===== src/rtl/serial_pattern_gen.sv =====
// Serial bit-stream transmitter: sends a captured 1..WIDTH-bit pattern LSB first,
// with optional repetitions separated by GAP idle cycles. All outputs are registered.
module serial_pattern_gen #(
    parameter int WIDTH = 16,
    parameter int LENW  = 5,
    parameter int RPTW  = 4,
    parameter int GAP   = 0
) (
    input  logic             Clock,
    input  logic             Reset,
    input  logic             Start,
    input  logic [WIDTH-1:0] Data,
    input  logic [LENW-1:0]  Len,
    input  logic [RPTW-1:0]  Repeat,
    output logic             w,
    output logic             Valid,
    output logic             Busy,
    output logic             Done
);

    localparam int GAPW = (GAP < 2) ? 1 : $clog2(GAP + 1);

    typedef enum logic [1:0] {
        S_IDLE,
        S_SHIFT,
        S_GAP,
        S_DONE
    } state_t;

    state_t           state, state_n;
    logic [WIDTH-1:0] dat_q, dat_n;
    logic [WIDTH-1:0] shreg, shreg_n;
    logic [LENW-1:0]  len_q, len_n;
    logic [LENW-1:0]  bit_cnt, bit_cnt_n;
    logic [RPTW-1:0]  rpt_q, rpt_n;
    logic [RPTW-1:0]  rpt_cnt, rpt_cnt_n;
    logic [GAPW-1:0]  gap_cnt, gap_cnt_n;
    logic             w_n, valid_n, busy_n, done_n;
    logic [LENW-1:0]  len_clamped;

    always_comb begin
        len_clamped = Len;
        if (Len == '0 || Len > LENW'(WIDTH))
            len_clamped = LENW'(WIDTH);
    end

    // Outputs are computed one cycle ahead so they leave the module straight from flops;
    // bit_cnt counts bits already placed on w, so bit_cnt==len_q marks the last bit.
    always_comb begin
        state_n   = state;
        dat_n     = dat_q;
        shreg_n   = shreg;
        len_n     = len_q;
        bit_cnt_n = bit_cnt;
        rpt_n     = rpt_q;
        rpt_cnt_n = rpt_cnt;
        gap_cnt_n = gap_cnt;
        w_n       = 1'b0;
        valid_n   = 1'b0;
        busy_n    = 1'b1;
        done_n    = 1'b0;
        case (state)
            S_IDLE: begin
                busy_n = 1'b0;
                if (Start) begin
                    dat_n     = Data;
                    len_n     = len_clamped;
                    rpt_n     = Repeat;
                    rpt_cnt_n = '0;
                    shreg_n   = Data >> 1;
                    w_n       = Data[0];
                    valid_n   = 1'b1;
                    busy_n    = 1'b1;
                    bit_cnt_n = LENW'(1);
                    state_n   = S_SHIFT;
                end
            end
            S_SHIFT: begin
                if (bit_cnt == len_q) begin
                    if (rpt_cnt < rpt_q) begin
                        rpt_cnt_n = rpt_cnt + RPTW'(1);
                        if (GAP > 0) begin
                            gap_cnt_n = GAPW'(1);
                            state_n   = S_GAP;
                        end else begin
                            shreg_n   = dat_q >> 1;
                            w_n       = dat_q[0];
                            valid_n   = 1'b1;
                            bit_cnt_n = LENW'(1);
                        end
                    end else begin
                        done_n  = 1'b1;
                        state_n = S_DONE;
                    end
                end else begin
                    shreg_n   = shreg >> 1;
                    w_n       = shreg[0];
                    valid_n   = 1'b1;
                    bit_cnt_n = bit_cnt + LENW'(1);
                end
            end
            S_GAP: begin
                if (gap_cnt == GAPW'(GAP)) begin
                    shreg_n   = dat_q >> 1;
                    w_n       = dat_q[0];
                    valid_n   = 1'b1;
                    bit_cnt_n = LENW'(1);
                    state_n   = S_SHIFT;
                end else begin
                    gap_cnt_n = gap_cnt + GAPW'(1);
                end
            end
            S_DONE: begin
                busy_n    = 1'b0;
                bit_cnt_n = '0;
                rpt_cnt_n = '0;
                gap_cnt_n = '0;
                state_n   = S_IDLE;
            end
            default: begin
                busy_n  = 1'b0;
                state_n = S_IDLE;
            end
        endcase
    end

    always_ff @(posedge Clock or posedge Reset) begin
        if (Reset) begin
            state   <= S_IDLE;
            dat_q   <= '0;
            shreg   <= '0;
            len_q   <= '0;
            bit_cnt <= '0;
            rpt_q   <= '0;
            rpt_cnt <= '0;
            gap_cnt <= '0;
            w       <= 1'b0;
            Valid   <= 1'b0;
            Busy    <= 1'b0;
            Done    <= 1'b0;
        end else begin
            state   <= state_n;
            dat_q   <= dat_n;
            shreg   <= shreg_n;
            len_q   <= len_n;
            bit_cnt <= bit_cnt_n;
            rpt_q   <= rpt_n;
            rpt_cnt <= rpt_cnt_n;
            gap_cnt <= gap_cnt_n;
            w       <= w_n;
            Valid   <= valid_n;
            Busy    <= busy_n;
            Done    <= done_n;
        end
    end

endmodule

===== config.mk =====
export PLATFORM = sky130hd
export DESIGN_NAME = serial_pattern_gen
export DESIGN_NICKNAME = d
export VERILOG_FILES = /design/src/rtl/serial_pattern_gen.sv
export SDC_FILE = /design/constraint.sdc
export NUM_CORES = 1
export LEC_CHECK = 0
export ABC_AREA = 0
export CAP_MARGIN = 20
export CORE_AREA = 2 2 82 76
export DETAILED_ROUTE_END_ITERATION = 10
export DIE_AREA = 0 0 84 78
export PLACE_DENSITY = 0.68
export SYNTH_ARGS = -nofsm -noshare
export SYNTH_HDL_FRONTEND = slang
export SYNTH_SLANG_ARGS = --single-unit

===== constraint.sdc =====
create_clock -name Clock -period 4.1 [get_ports Clock]
set_clock_uncertainty 0.15 [all_clocks]
set_input_delay 0.82 -clock Clock [delete_from_list [all_inputs] [get_ports Clock]]
set_output_delay 0.82 -clock Clock [all_outputs]
set_load 0.01 [all_outputs]

==> results.json, run 1 <==
{
  "status": "completed",
  "ys_seq_elements": 55,
  "post-place-ws_ns": 1.43,
  "rows": 26,
  "critical_path_buf_inv_count": 2,
  "final.setup.tns_ns": 0,
  "clock_latency_ns": 0.30,
  "cts_max_level": 2,
  "vias": 2061,
  "yosysTopAreaCell": "dfrtp_1",
  "die_area_um2": 6550,
  "reg2reg_depth": 7,
  "worstMarginPinSlew_ns": 1.11,
  "hpwlAfterDp_um": 3670,
  "cts_tree": "yes",
  "cts_buffers": 5,
  "place_congestion": 0.830,
  "root_buffer": "clkbuf_8",
  "clk_pin_slew_worst_paths_ns": 0.09,
  "slew_viol_final": 0,
  "crit_fanout": 23,
  "rr_endpoint": "rpt_cnt[3]",
  "clockBufferDepth": 2,
  "track_usage_pct": 18.2,
  "fmax_mhz": 367,
  "start_util_pct": 48.9,
  "layout.cells.non_filler": 358,
  "hold_viol_final": 0,
  "fin_crit_sh_pct": 66.4,
  "wl_per_cell_um": 14.9,
  "grt_pass1_vias": 2063,
  "clock_sinks": 55,
  "crit_path_start_kind": "flip-flop",
  "yosysWarnings": 0,
  "min_period_ns": 2.72,
  "overflow": 0,
  "critPathCaptureType": "flip-flop",
  "die_w_um": 84,
  "layout.nets": 326,
  "power_leakage_nw": 1.40,
  "yosysSeqAreaShare_pct": 50.0,
  "slowest_stage": "a21oi_2",
  "n_antenna_cell": 0,
  "synth_area_leaders": "dfrtp_1 50%, mux2_2 7.8%, ha_1 5.0%",
  "synthArstFlopShare_pct": 100,
  "cts-resized-gates": 0,
  "antenna_found_initial": 0,
  "drive_gt1_share_pct": 16.0,
  "hold_start": "shreg[4]",
  "drv_cap": 0,
  "vias_per_cell": 5.76,
  "grt_setup_unrepaired": "false",
  "vdd_drop_max_mv": 0.348,
  "fin_area_um2": 3220,
  "path_cells": "inv_1 > ha_1 > inv_1 > a21oi_2 > or3_1 > nor4_1 > a211o_1",
  "synth_top_cell_area_share_pct": 50.0,
  "io_buffers": 31,
  "placed_area_um2": 3140,
  "io_pins": 32,
  "fin_ws_ns": 1.38,
  "routed_wl_um": 5350,
  "core_um2": 5630,
  "synth_area_um2": 2750,
  "setup_viol_count_final": 0,
  "ff2ff_setup_slack_ns": 1.38,
  "critPathKind": "flip-flop to flip-flop",
  "antenna_left": 0,
  "critPathTopFamily": "compound AO/OA/AOI/OAI gates",
  "drt_iter0_drc": 116,
  "hold_class": "flip-flop to flip-flop",
  "ys.flop_type": "dfrtp_1",
  "crit_path_frequent_cell": "inv_1",
  "area_delta_synth_final_pct": 17.1,
  "required_ns": 4.15,
  "hold_end": "shreg[4]",
  "grt_pass1_wl_um": 9740,
  "synthesis.nets": 297,
  "synth_cell_types": 41,
  "slew_headroom_pct": 26.1,
  "placed_cells": 350,
  "drcViolationCount": 0,
  "powerDensity_nw_per_um2": 734,
  "grt_max_degree": 35,
  "max_stage_delay_ns": 0.85,
  "die_y_um": 78,
  "postCtsSetupBuffers": 0,
  "synth_edf_count": 0,
  "hold_ws_ns": 0.342,
  "first_pass_iters": 4,
  "synth_cells": 258,
  "r2r-start": "state[1]",
  "hold_buffers": 0,
  "crit_arrival_ns": 2.77,
  "whs_path_depth": 2,
  "syn_area_per_cell_um2": 10.7
}
kinds of logic (layout without fill, tap and decap cells):
family | after synthesis | after routing | share of synthesized area [%]
xor+xnor | 3 | 3 | 0.954
mux | 19 | 19 | 7.77
simple gates | 78 | 78 | 13.0
fa+ha+maj | 11 | 11 | 5.00
buf+inv | 26 | 56 | 4.00
compound gates | 66 | 66 | 19.3
flops | 55 | 55 | 50.0
metrics by stage:
stage | utilization, % | power (mW)
floorplan | - | 1.82
global placement | 55.3 | 2.04
detailed placement | 55.8 | 2.09
CTS | 57.3 | 2.39
global route | 57.3 | 2.59
finish | 57.3 | 2.37
registers in the layout, summed over array words and instances, names as in the netlist:
name and flops:
Valid 1, shreg 15, rpt_cnt 4, w 1
state 2, Done 1, rpt_q 4, bit_cnt 5
Busy 1, dat_q 16, len_q 5
cells in the final DEF, fill, tap and decap left out, types with 3 or more instances in the layout:
| cell | instances |
|---|---|
| a31oi_1 | 3 |
| mux2_2 | 19 |
| or4_1 | 3 |
| inv_2 | 3 |
| clkbuf_8 | 5 |
| o31ai_2 | 6 |
| o31ai_1 | 8 |
| nor2_1 | 19 |
| ha_1 | 11 |
| inv_1 | 11 |
| a221oi_1 | 15 |
| a21oi_1 | 6 |
| nor3_1 | 3 |
| clkdlybuf4s50_1 | 31 |
| clkinv_2 | 3 |
| nand2_1 | 31 |
| nand3_1 | 8 |
| nand2b_1 | 5 |
| dfrtp_1 | 55 |
| o21ai_0 | 13 |
worst min-delay path, delay by kind of cell, from the launching register on:
| family | cells | cell delay, ns |
|---|---|---|
| flip-flops | 1 | 0.36 |
| AND/OR/NAND/NOR | 1 | 0.05 |
| AO/OA/AOI/OAI | 1 | 0.06 |
final cells by class:
cell class | instances | area, um^2
clock inverter | 3 | 15.0
multi-input combinational | 177 | 1270
fill | 507 | 2400
tap | 70 | 87.6
sequential | 55 | 1380
inverter | 14 | 52.6
clock buffer | 5 | 68.8
timing repair buffer | 34 | 353
layer usage:
| layer | routed length, um | track usage [%] | vias up |
|---|---|---|---|
| met3 | 168 | 3.19 | 6 |
| li1 | - | - | 990 |
| met4 | 50 | 5.00 | 0 |
| met5 | 0 | 0 | - |
| met1 | 2570 | 25.8 | 1028 |
| met2 | 2570 | 29.1 | 37 |
how the worst max path moves through the flow:
| stage | from | to | slack [ns] | depth (start not counted) |
|---|---|---|---|---|
| after floorplan | Reset | Busy | 1.79 | 1 |
| after global placement | Start | dat_q[11] | 1.22 | 3 |
| after detailed placement | state[1] | rpt_cnt[3] | 1.43 | 7 |
| after CTS | state[1] | rpt_cnt[3] | 1.41 | 7 |
| after global routing | state[1] | rpt_cnt[0] | 1.17 | 7 |
| final | state[1] | rpt_cnt[3] | 1.38 | 7 |
power by group:
part	total [mW]	switching, mW	internal [mW]	leakage (nW)
clock network	0.291	0.174	0.117	0.0477
logic	1.13	0.621	0.511	0.679
registers	0.945	0.155	0.790	0.678
total	2.37	0.950	1.42	1.40
Yosys cell counts (2+ instances only):
| cell | count |
|---|---|
| dfrtp_1 | 55 |
| nand2_1 | 31 |
| mux2_2 | 19 |
| nor2_1 | 19 |
| a221oi_1 | 15 |
| o21ai_0 | 13 |
| inv_1 | 12 |
| ha_1 | 11 |
| nand3_1 | 8 |
| o31ai_1 | 8 |
| clkbuf_1 | 7 |
| a21oi_1 | 6 |
| o31ai_2 | 6 |
| nand2b_1 | 5 |
| buf_2 | 4 |
| a31oi_1 | 3 |
| nor3_1 | 3 |
| or4_1 | 3 |
| a211o_1 | 2 |
| a21o_1 | 2 |
| inv_2 | 2 |
| nand4_1 | 2 |
| nor2b_1 | 2 |
| o21ai_1 | 2 |
| xnor2_1 | 2 |
Power figures use the tool's default switching activity.
==> run 2, diff against run 1 <==
==> constraint.sdc (replaced) <==
create_clock -name Clock -period 2.65 [get_ports Clock]
set_clock_uncertainty 0.15 [all_clocks]
set_input_delay 0.53 -clock Clock [delete_from_list [all_inputs] [get_ports Clock]]
set_output_delay 0.53 -clock Clock [all_outputs]
set_load 0.01 [all_outputs]
==> run 2 against run 1 <==
Compared with the run above:
- sequential cell count unchanged
- clock power increased by 95%
- clock-buffer cell count unchanged
- highest routed layer unchanged
- die area unchanged
- largest cell class unchanged
- sequential power increased by 54%
- hold slack got worse by 0.0033 ns
==> results.json, run 2 (same netlist as run 1, synthesis figures left out) <==
{
  "critPathKind": "flip-flop to flip-flop",
  "clock_sinks": 55,
  "slew_viol_final": 0,
  "internal_power_mw": 2.33,
  "setup_viol_count_final": 0,
  "required_ns": 2.75,
  "drt_iter0_drc": 82,
  "netSwitchingFraction_pct": 39.1,
  "grt_pass1_wl_um": 9620,
  "power_leakage_nw": 1.42,
  "crit_path_frequent_cell": "inv_1",
  "track_usage_pct": 18.1,
  "clockBufferDepth": 2,
  "core_um2": 5630,
  "grt_max_degree": 35,
  "die_w_um": 84,
  "post-place-ws_ns": 0.350,
  "drv_cap": 0,
  "antenna_found_initial": 0,
  "seq_power_share_pct": 38.3,
  "layout.nets": 329,
  "area_delta_synth_final_pct": 18.7,
  "vias": 2041,
  "die_area_um2": 6550,
  "cts_tree": "yes",
  "first_pass_iters": 4,
  "hold_end": "shreg[4]",
  "fin_crit_sh_pct": 87.1,
  "status": "completed",
  "cts-resized-gates": 0,
  "crit_arrival_ns": 2.41,
  "io_pins": 32,
  "reg2reg_depth": 7,
  "vias_per_cell": 5.65,
  "die_y_um": 78,
  "p_comb_share_pct": 46.9,
  "drcViolationCount": 0,
  "drive_gt1_share_pct": 16.8,
  "final_common_cell": "dfrtp_1",
  "overflow": 0,
  "hold_viol_final": 0,
  "crit_fanout": 10,
  "rr_endpoint": "bit_cnt[3]",
  "max_stage_delay_ns": 0.49,
  "layout_common_cells": "55 x dfrtp_1, 31 x nand2_1, 31 x clkdlybuf4s50_1, 19 x mux2_2, 19 x nor2_1",
  "clock_latency_ns": 0.31,
  "fmax_mhz": 433,
  "slowest_stage": "or4_1",
  "io_buffers": 31,
  "largest_register_ff_count": 16,
  "hold_start": "shreg[4]",
  "crit_path_start_kind": "flip-flop",
  "whs_path_depth": 2,
  "min_period_ns": 2.31,
  "r2r-start": "state[1]",
  "wl_per_cell_um": 15.2,
  "clockPowerShare_pct": 14.8,
  "clk_pin_slew_worst_paths_ns": 0.10,
  "fin_ws_ns": 0.343,
  "place_congestion": 0.826,
  "antenna_left": 0,
  "hpwlAfterDp_um": 3720,
  "ff2ff_setup_slack_ns": 0.34,
  "critPathCaptureType": "flip-flop",
  "n_antenna_cell": 0,
  "worstMarginPinSlew_ns": 0.488,
  "routed_wl_um": 5490,
  "powerDensity_nw_per_um2": 1170,
  "rows": 26,
  "top_register": "dat_q",
  "largestRegisters": "dat_q x16, shreg x15",
  "hold_ws_ns": 0.339,
  "final.setup.tns_ns": 0,
  "start_util_pct": 48.9,
  "path_cells": "inv_1 > ha_1 > inv_1 > a211o_1 > o21ai_2 > or4_1 > nand3_1",
  "grt_pass1_vias": 2078,
  "finalPower_mw": 3.82,
  "hold_class": "flip-flop to flip-flop",
  "cts_buffers": 5,
  "slew_headroom_pct": 67.4,
  "postCtsSetupBuffers": 0,
  "vdd_drop_max_mv": 0.484,
  "hold_buffers": 0,
  "cts_max_level": 2,
  "p_sw_mw": 1.49,
  "root_buffer": "clkbuf_8",
  "grt_setup_unrepaired": "false"
}
run 2: cell count changes in the layout (fill, tap and decap cells not counted), sizes merged:
cell | previous run | this run
buf | 3 | 6
bufinv | 0 | 1
clkinv | 3 | 2
run 2: worst max-delay path, delay by kind of cell (launching register included):
| kind | cells | cell delay (ns) |
|---|---|---|
| adders and majority gates | 1 | 0.26 |
| DFF | 1 | 0.44 |
| and+or+nand+nor | 2 | 0.58 |
| AOI/OAI and AO/OA | 2 | 0.44 |
| buffers and inverters | 2 | 0.37 |
run 2: through the flow:
step / util (%) / std cells / cell area (um^2)
finish: 58.1 / 361 / 3270
global route: 58.1 / 361 / 3270
CTS: 58.1 / 361 / 3270
detailed placement: 56.1 / 353 / 3160
global placement: 56.1 / 353 / 3160
floorplan: - / 258 / 2750
run 2: final cells by class:
type                       instances  area, um^2
fill                             497        2360
sequential                        55        1380
multi-input combinational        177        1270
timing repair buffer              37         368
tap                               70        87.6
clock buffer                       5        68.8
inverter                          14        52.6
clock inverter                     3        43.8
run 2: how the worst max path moves through the flow:
stage                     startpoint          to  cells past startpoint
after global routing        state[1]  bit_cnt[3]                      7
after floorplan                Reset        Busy                      1
after CTS                   state[1]  bit_cnt[3]                      7
after detailed placement      Len[3]    len_q[1]                      5
final                       state[1]  bit_cnt[3]                      7
after global placement        Len[3]    len_q[0]                      5
run 2: power groups by stage:
stage / clock, mW / sequential, mW / combinational [mW]
after floorplan: 0 / 1.42 / 1.40
after global placement: 0 / 1.47 / 1.75
after detailed placement: 0 / 1.48 / 1.80
after CTS: 0.579 / 1.46 / 1.81
after global routing: 0.609 / 1.51 / 2.00
final: 0.566 / 1.46 / 1.79
run 2: layer usage:
metal | track usage (%) | vias up | wire [um]
met2 | 29.8 | 39 | 2590
li1 | - | 995 | -
met5 | 0 | - | 0
met4 | 6.61 | 0 | 89
met3 | 3.40 | 9 | 191
met1 | 24.0 | 998 | 2610
